## config.mk

```make
export PLATFORM = sky130hd
export DESIGN_NAME = regfile_snapshot
export DESIGN_NICKNAME = d
export VERILOG_FILES = /design/src/rtl/regfile_pkg.sv /design/src/rtl/adc_snapshot_ctrl.sv /design/src/rtl/regfile_snapshot.sv
export SDC_FILE = /design/constraint.sdc
export NUM_CORES = 1
export LEC_CHECK = 0
export CAP_MARGIN = 0
export CORE_MARGIN = 2
export CORE_UTILIZATION = 30
export CTS_CLUSTER_DIAMETER = 50
export CTS_CLUSTER_SIZE = 20
export DETAILED_ROUTE_END_ITERATION = 8
export PLACE_DENSITY = 0.45
export SLEW_MARGIN = 10
export SYNTH_ARGS = -nofsm -noshare
export SYNTH_HDL_FRONTEND = slang
export SYNTH_HIERARCHICAL = 1
export SYNTH_SLANG_ARGS = --single-unit
```

## constraint.sdc

```tcl
create_clock -name clk -period 3.35 [get_ports clk]
set_clock_uncertainty 0.2 [all_clocks]
set_input_delay 0.335 -clock clk [delete_from_list [all_inputs] [get_ports clk]]
set_output_delay 0.335 -clock clk [all_outputs]
set_load 0.1 [all_outputs]
```

## src/rtl/regfile_pkg.sv

```systemverilog
// Shared defaults and snapshot state type for the ADC register file.
package regfile_pkg;
    localparam int DEF_DATA_W       = 8;
    localparam int DEF_ADDR_W       = 6;
    localparam int DEF_NUM_REGS     = 37;
    localparam int DEF_ADC_BASE     = 3;
    localparam int DEF_ADC_NUM      = 3;
    localparam int DEF_LOCK_TIMEOUT = 64;

    typedef enum logic [0:0] {
        IDLE   = 1'b0,
        LOCKED = 1'b1
    } snap_state_t;
endpackage

```

## src/rtl/adc_snapshot_ctrl.sv

```systemverilog
// Snapshot lock FSM: timeout counter, per-channel read tracking and sticky overrun flags.
module adc_snapshot_ctrl
    import regfile_pkg::*;
#(
    parameter int ADC_NUM      = DEF_ADC_NUM,
    parameter int LOCK_TIMEOUT = DEF_LOCK_TIMEOUT
) (
    input  logic               clk,
    input  logic               rst_n,
    input  logic               snap,
    input  logic [ADC_NUM-1:0] rd_hit,
    input  logic [ADC_NUM-1:0] adc_valid,
    output logic               locked,
    output logic [ADC_NUM-1:0] ovr
);
    localparam int CNT_W = $clog2(LOCK_TIMEOUT);

    snap_state_t        state_reg;
    logic [CNT_W-1:0]   cnt_reg;
    logic [ADC_NUM-1:0] rd_done_reg;
    logic [ADC_NUM-1:0] ovr_reg;

    always_ff @(posedge clk or negedge rst_n) begin
        if (!rst_n) begin
            state_reg   <= IDLE;
            cnt_reg     <= '0;
            rd_done_reg <= '0;
            ovr_reg     <= '0;
        end else if (snap) begin
            // Channel 0 is consumed by the snapshot read itself.
            cnt_reg     <= '0;
            ovr_reg     <= '0;
            rd_done_reg <= ADC_NUM'(1);
            state_reg   <= (ADC_NUM > 1) ? LOCKED : IDLE;
        end else if (state_reg == LOCKED) begin
            ovr_reg     <= ovr_reg | (adc_valid & ~rd_done_reg);
            rd_done_reg <= rd_done_reg | rd_hit;
            if (rd_hit[ADC_NUM-1] || cnt_reg == CNT_W'(LOCK_TIMEOUT - 1)) begin
                state_reg <= IDLE;
                cnt_reg   <= '0;
            end else begin
                cnt_reg <= cnt_reg + 1'b1;
            end
        end
    end

    assign locked = (state_reg == LOCKED);
    assign ovr    = ovr_reg;
endmodule

```

## src/rtl/regfile_snapshot.sv

```systemverilog
// Register file with ADC-owned live registers and a coherent multi-channel snapshot on read.
module regfile_snapshot
    import regfile_pkg::*;
#(
    parameter int DATA_W       = DEF_DATA_W,
    parameter int ADDR_W       = DEF_ADDR_W,
    parameter int NUM_REGS     = DEF_NUM_REGS,
    parameter int ADC_BASE     = DEF_ADC_BASE,
    parameter int ADC_NUM      = DEF_ADC_NUM,
    parameter int LOCK_TIMEOUT = DEF_LOCK_TIMEOUT
) (
    input  logic                            clk,
    input  logic                            rst_n,
    input  logic                            Reg_write,
    input  logic                            Reg_read,
    input  logic [ADDR_W-1:0]               Reg_addr,
    input  logic [DATA_W-1:0]               Data_in,
    output logic [DATA_W-1:0]               Data_out,
    output logic                            Data_valid,
    input  logic [ADC_NUM-1:0]              adc_valid,
    input  logic [ADC_NUM-1:0][DATA_W-1:0]  adc_data,
    output logic                            wr_err,
    output logic [ADC_NUM-1:0]              adc_ovr,
    output logic                            snap_locked
);
    localparam int AW1 = ADDR_W + 1;
    localparam logic [ADDR_W:0] ADC_LO  = AW1'(ADC_BASE);
    localparam logic [ADDR_W:0] ADC_HI  = AW1'(ADC_BASE + ADC_NUM);
    localparam logic [ADDR_W:0] REG_END = AW1'(NUM_REGS);

    if (ADC_BASE + ADC_NUM > NUM_REGS) begin : g_err_range
        $error("ADC range exceeds implemented registers");
    end
    if (NUM_REGS > 2 ** ADDR_W) begin : g_err_addr
        $error("NUM_REGS does not fit in ADDR_W");
    end
    if (ADC_NUM < 1) begin : g_err_num
        $error("ADC_NUM must be at least 1");
    end
    if (LOCK_TIMEOUT < 2) begin : g_err_timeout
        $error("LOCK_TIMEOUT must be at least 2");
    end

    logic [ADDR_W:0]    addr_ext;
    logic               in_range;
    logic               in_adc;
    logic               wr_legal;
    logic               rd_en;
    logic               snap;
    logic [ADC_NUM-1:0] rd_hit;
    logic [DATA_W-1:0]  rd_value;
    logic [DATA_W-1:0]  live   [NUM_REGS];
    logic [DATA_W-1:0]  shadow [ADC_NUM];
    logic [DATA_W-1:0]  cap    [ADC_NUM];

    assign addr_ext = {1'b0, Reg_addr};
    assign in_range = addr_ext < REG_END;
    assign in_adc   = (addr_ext >= ADC_LO) && (addr_ext < ADC_HI);
    assign wr_legal = Reg_write && in_range && !in_adc;
    assign rd_en    = Reg_read && !Reg_write;
    assign snap     = rd_hit[0];

    for (genvar gi = 0; gi < NUM_REGS; gi++) begin : g_reg
        logic [DATA_W-1:0] value_reg;
        if (gi >= ADC_BASE && gi < ADC_BASE + ADC_NUM) begin : g_adc
            always_ff @(posedge clk or negedge rst_n) begin
                if (!rst_n)
                    value_reg <= '0;
                else if (adc_valid[gi-ADC_BASE])
                    value_reg <= adc_data[gi-ADC_BASE];
            end
        end else begin : g_sw
            always_ff @(posedge clk or negedge rst_n) begin
                if (!rst_n)
                    value_reg <= '0;
                else if (wr_legal && addr_ext == AW1'(gi))
                    value_reg <= Data_in;
            end
        end
        assign live[gi] = value_reg;
    end

    for (genvar gi = 0; gi < ADC_NUM; gi++) begin : g_ch
        logic [DATA_W-1:0] shadow_reg;
        // Snapshot sees this cycle's sample, matching what the live register is about to hold.
        assign cap[gi]    = adc_valid[gi] ? adc_data[gi] : live[ADC_BASE+gi];
        assign rd_hit[gi] = rd_en && (addr_ext == AW1'(ADC_BASE + gi));
        always_ff @(posedge clk or negedge rst_n) begin
            if (!rst_n)
                shadow_reg <= '0;
            else if (snap)
                shadow_reg <= cap[gi];
        end
        assign shadow[gi] = shadow_reg;
    end

    always_comb begin
        rd_value = '0;
        if (in_range)
            rd_value = live[Reg_addr];
        for (int i = 0; i < ADC_NUM; i++) begin
            if (rd_hit[i]) begin
                if (i == 0)
                    rd_value = cap[i];
                else if (snap_locked)
                    rd_value = shadow[i];
                else
                    rd_value = live[ADC_BASE+i];
            end
        end
    end

    always_ff @(posedge clk or negedge rst_n) begin
        if (!rst_n) begin
            Data_out   <= '0;
            Data_valid <= 1'b0;
            wr_err     <= 1'b0;
        end else begin
            Data_valid <= rd_en;
            wr_err     <= Reg_write && !wr_legal;
            if (rd_en)
                Data_out <= rd_value;
        end
    end

    adc_snapshot_ctrl #(
        .ADC_NUM      (ADC_NUM),
        .LOCK_TIMEOUT (LOCK_TIMEOUT)
    ) u_ctrl (
        .clk       (clk),
        .rst_n     (rst_n),
        .snap      (snap),
        .rd_hit    (rd_hit),
        .adc_valid (adc_valid),
        .locked    (snap_locked),
        .ovr       (adc_ovr)
    );
endmodule

```

Word level (Yosys, flattened, before mapping)
Cells that the tools add are included.

storage, ports and cells
  word-level logic and storage cells = 163
  bits in registers = 335
  input port bits = 45
  output and inout bits = 14

operators by class
  equality and inequality tests = 37
  bitwise gates (word level) = 5
  muxes and demuxes = 22
  reduce and logical (&&, ||, !) cells = 48
  order comparisons = 4
  add/sub/neg operators = 1

operators by type and width
  cell                 count
  $eq 6x5->1 const B   16
  $mux 8               11
  $bmux 8 s6           1
  $eq 6x4->1 const B   8
  $logic_and 1x1->1    42
  $eq 6x6->1 const B   6
  $eq 6x3->1 const B   4
  $mux 6               3
  $eq 6x2->1 const B   2
  $mux 3               4
  $ge 7x7->1 const B   1
  $logic_not 7->1      1
  $not 6->7            1
  $add 6x1->6 const B  1
  $eq 6x1->1 const B   1
  $ge 6x2->1 const B   1
  $lt 6x3->1 const B   1
  $lt 6x6->1 const B   1
  $or 3x3->3           2
  $and 3x3->3          1
  $logic_not 1->1      3
  $mux 1               3
  $not 3->3            1
  $reduce_bool 2->1    1
  $logic_or 1x1->1     1

Longest topological paths before layout
  word-level depth = 8
  gate-level depth with buffers = 8
  mapped depth without buffers = 6

Hierarchy
The synthesis kept the hierarchy.

modules (own cells, without submodules)
  module             times used  cells each  area an instance (µm²)  seq. area each (µm²)
  regfile_snapshot   1           1166        15406.0                 8057.7
  adc_snapshot_ctrl  1           64          633.1                   325.3

Worst setup path before layout
No wires, ideal clock.

  path kind = input port to flip-flop
  start = input port Reg_addr[4]
  end = register u_ctrl.cnt_reg[1]
  stages = 8
  data required time = 3.014 ns
  library setup time = 0.136 ns
  data arrival time = 2.267 ns
  setup slack = 0.747 ns
  path buffers = 4
  cell sequence = buf_2 or4b_1 nor4_2 buf_2 buf_6 clkbuf_1 nand3b_1 o32ai_1

on the way
  elaborated cells between the ends (all ways) = 9
  those cells by class = eq/ne (2); mux (3); reduce/logical (4)

RTL lines
  element                                      line                     RTL
  from (decl)                                  regfile_snapshot.sv:16   input logic [ADDR_W-1:0] Reg_addr,
  $eq 6x2->1 (*)                               regfile_snapshot.sv:87   assign rd_hit[gi] = rd_en && (addr_ext == AW1'(ADC_BASE + gi));
  $logic_and 1x1->1 (*)                        regfile_snapshot.sv:87
  via rd_hit[0]                                regfile_snapshot.sv:50   logic [ADC_NUM-1:0] rd_hit;
  $mux 6 or $reduce_bool 2->1 (tied branches)  n/a
  to (signal assigned)                         adc_snapshot_ctrl.sv:42  cnt_reg <= cnt_reg + 1'b1;
  to (decl)                                    adc_snapshot_ctrl.sv:19  logic [CNT_W-1:0] cnt_reg;

The timed path passes the listed nets; every way through them passes the cells marked *. The select of a mux whose other input is x is not followed.
A chain may end at the register's enable or synchronous reset.

Worst setup path after layout
  start = register u_ctrl.state_reg, in the netlist u_ctrl/locked
  end = output port snap_locked

RTL lines
  element                 line                     RTL
  from (decl)             adc_snapshot_ctrl.sv:18  snap_state_t state_reg;
  from (signal assigned)  adc_snapshot_ctrl.sv:34  state_reg <= (ADC_NUM > 1) ? LOCKED : IDLE;
  to (decl)               regfile_snapshot.sv:24   output logic snap_locked

No word-level cell between the ends.

==> impl_results.md <==
* Slowest cell on crit path: dfrtp_1
* Top-area cell type share of the netlist area at 52.27%
* Final routed wire length divided by cell count at 22.66 um
* Cell variety after synth at 54
* Synth Cell Area at 16,040 um2
* Area contributors post-synth: dfrtp_1, mux2_2, mux2i_1
* Die area at 55,330 um2
* Cell internal pwr at 8.057 mW
* Sw frac at 26.90%
* Final Hold Vio Count at 0
* Layout area overhead at 18.86%
* Count of input and output buffers at 58
* RePlAce Congestion at 0.7962
* Crit path top cell by count: buf_4
* Clock root cell: clkbuf_16
* Htree depth at 2
* Die X at 235.2 um
* Final-report setup violation count at 0
* Post-synth EDFFs at 0
* Diode count at 0
* Vias/cell at 5.109
* Max reg flops at 296
* Final WS setup at 0.6252 ns
* Total Wirelength at 45.75 mm
* Worst-Margin Slew at 1.022 ns
* Setup TNS at 0 ns
* CP max FO at 26
* Sw power at 2.966 mW
* Ys async rst share at 100.0%
* Largest net degree at the start of global routing at 81
* TritonCTS buffer count at 42
* Max-Cap Viols at 0
* Sequential fraction of the synthesis area at 52.27%
* Initial Util at 30.40%
* Post-synthesis cell count at 1,230
* Sequential share of power at 44.0%
* Area leader, netlist: dfrtp_1
* Core Area at 52,760 um2
* Status: complete, no violations
* CTS sink count at 335
* Crit end category: output pin
* Top delay family on crit path: flip-flops
* Crit path buf inv count at 2
* Post-CTS setup repair buffer count at 0
* Post-DP HPWL at 30.71 mm
* Pre-CTS setup slack at 0.2565 ns
* First-pass GRT wire length at 70.46 mm
* Layout cells sized above 1 at 36.59%
* Post-route ant nets at 0
* Worst-path clk slew at 0.06 ns
* Setup crit start kind: register
* Placement Rows at 84
* Synth warnings at 6
* CP max stage delay at 1.01 ns
* Required time worst endpoint at 2.81 ns
* Die height at 235.2 um
* Leak Pwr at 8.716 nW
* Worst EP arrival at 2.19 ns
* Combinational share of power at 14.3%
* Peak VDD IR at 0.3108 mV
* Crit-path cells: buf_4, buf_4
* Clock power share at 41.7%
* Total power at 11.02 mW
* Skew-Pair Late Insertion Delay at 0.56 ns
* Iter 0 DRT Violations at 573
* Fin nets at 1,348
* Final Critical Period at 2.725 ns
* Syn_area_per_cell at 13.04 um2
* Antenna violations before repair at 1
* Clk buf depth at 3
* DRT Pass-1 Iters at 5
* Via count at 10,320
* Mapped Nets at 1,276
* Fin. max-slew vios at 0
* Power Density at 578.2 nW/um2
* Main synth FF type: dfrtp_1
* RSZ-0062 raised after global routing: no
* Hold crit path type: input pin to register
* Yosys reg bits at 335
* Grt ovf at 0
* Vias in the first global route at 10,680
* DRC at 0
* IO Count at 59
* CTS tree: yes
* GR Util All Layers at 16.72%
* Setup CP Type: register to output pin
* Max Freq at 367.0 MHz
* Max_slew headroom at 31.87%
* Final Cycle Share at 81.34%
cell type report:
class,instances,area [um2]
fill,5100,33700
tap,688,860.8
clock buffer,48,1125
clock inverter,25,280.3
timing repair buffer,122,1145
multi-input combinational,795,7248
inverter,6,22.52
sequential,335,8383
worst reg2reg max path: cells and delay by family, from the launching register on:
kind	cells	cell delay [ns]
AO/OA/AOI/OAI	2	0.36
buffers and inverters	1	0.32
AND/OR/NAND/NOR	1	0.44
flip-flops	1	1.01
power groups by stage:
stage / Clock [mW] / Sequential, mW / Combinational, mW
finish: 4.60 / 4.85 / 1.58
global route: 4.91 / 4.92 / 1.72
CTS: 4.74 / 4.85 / 1.60
detailed placement: 0 / 4.92 / 1.60
global placement: 0 / 4.91 / 1.58
floorplan: 0 / 4.95 / 0.967
repair_timing:
action,in CTS,in global routing
setup endpoints to repair,0,0
hold buffers,1,0
endpoints found under the hold margin,72,0
gates resized for setup,0,0
cell families (layout without fill, tap and decap cells):
| group | Yosys count | in the layout | synth area share (%) |
|---|---|---|---|
| AOI/OAI and AO/OA | 134 | 134 | 5.820 |
| muxes | 457 | 457 | 32.21 |
| and+or+nand+nor | 203 | 203 | 6.982 |
| DFF | 335 | 335 | 52.27 |
| adders and majority gates | 1 | 1 | 0.07800 |
| buffers and inverters | 100 | 201 | 2.644 |
metal layers:
| metal | up-vias | track usage [%] | part of all wire [%] |
|---|---|---|---|
| li1 | 4689 | - | - |
| met1 | 5371 | 24.21 | 49 |
| met2 | 199 | 25.73 | 44 |
| met3 | 56 | 2.709 | 3.8 |
| met4 | 0 | 4.864 | 2.3 |
| met5 | - | 0 | 0 |
cell usage in the layout (no fill, tap or decap), types with 10 or more instances in the layout:
| master | instances |
|---|---|
| dfrtp_1 | 335 |
| nand2_1 | 49 |
| o21ai_0 | 13 |
| a22oi_1 | 39 |
| nor2b_1 | 18 |
| mux4_2 | 16 |
| mux2_2 | 313 |
| nand3_1 | 29 |
| buf_4 | 60 |
| clkdlybuf4s50_1 | 51 |
| nor3_1 | 10 |
| mux2i_1 | 128 |
| clkbuf_16 | 43 |
| a21oi_1 | 22 |
| nor2_1 | 39 |
cells in the mapped netlist (all sizes together) (2+ instances only):
library cell / instances
dfrtp: 335
mux2: 313
mux2i: 128
clkbuf: 62
nand2: 49
nor2: 45
a22oi: 39
buf: 32
nand3: 29
a21oi: 22
nor2b: 20
mux4: 16
o21ai: 13
nor3: 12
a21o: 9
and4: 9
o22ai: 9
a2111oi: 8
a211oi: 8
nand4b: 8
o211ai: 8
o2bb2ai: 8
and3: 6
inv: 5
nand2b: 5
nand3b: 4
a31oi: 3
or3b: 3
or4b: 3
a31o: 2
and2: 2
nand4: 2
nor4: 2
per-stage QoR:
stage | utilization, % | area, um2 | cells | hold WS [ns]
6_report | 36.13 | 19060 | 2019 | 0.1454
5_1_grt | 36.13 | 19060 | 2019 | 0.1695
4_1_cts | 36.13 | 19060 | 2019 | 0.1509
3_5_place_dp | 33.45 | 17650 | 1945 | 0.2224
3_3_place_gp | 33.45 | 17650 | 1945 | 0.2244
2_1_floorplan | - | 16040 | 1230 | -0.1606
worst paths after layout:
check / startpoint / endpoint / slack (ns) / depth (start not counted)
min: Reg_addr[1] / wr_err$_DFF_PN0_ / 0.15 / 3
max in group asynchronous: rst_n / g_reg[12].value_reg[7]$_DFFE_PN0P_ / 1.91 / 3
min reg2reg: u_ctrl/rd_done_reg[0]$_DFFE_PN0P_ / u_ctrl/rd_done_reg[0]$_DFFE_PN0P_ / 0.27 / 1
max reg2reg: u_ctrl/locked$_DFF_PN0_ / u_ctrl/cnt_reg[5]$_DFFE_PN0P_ / 0.93 / 4
min in group asynchronous: rst_n / u_ctrl/locked$_DFF_PN0_ / 0.21 / 2
max: u_ctrl/locked$_DFF_PN0_ / snap_locked / 0.63 / 2
Note: power is estimated with default switching activity, not from simulation.
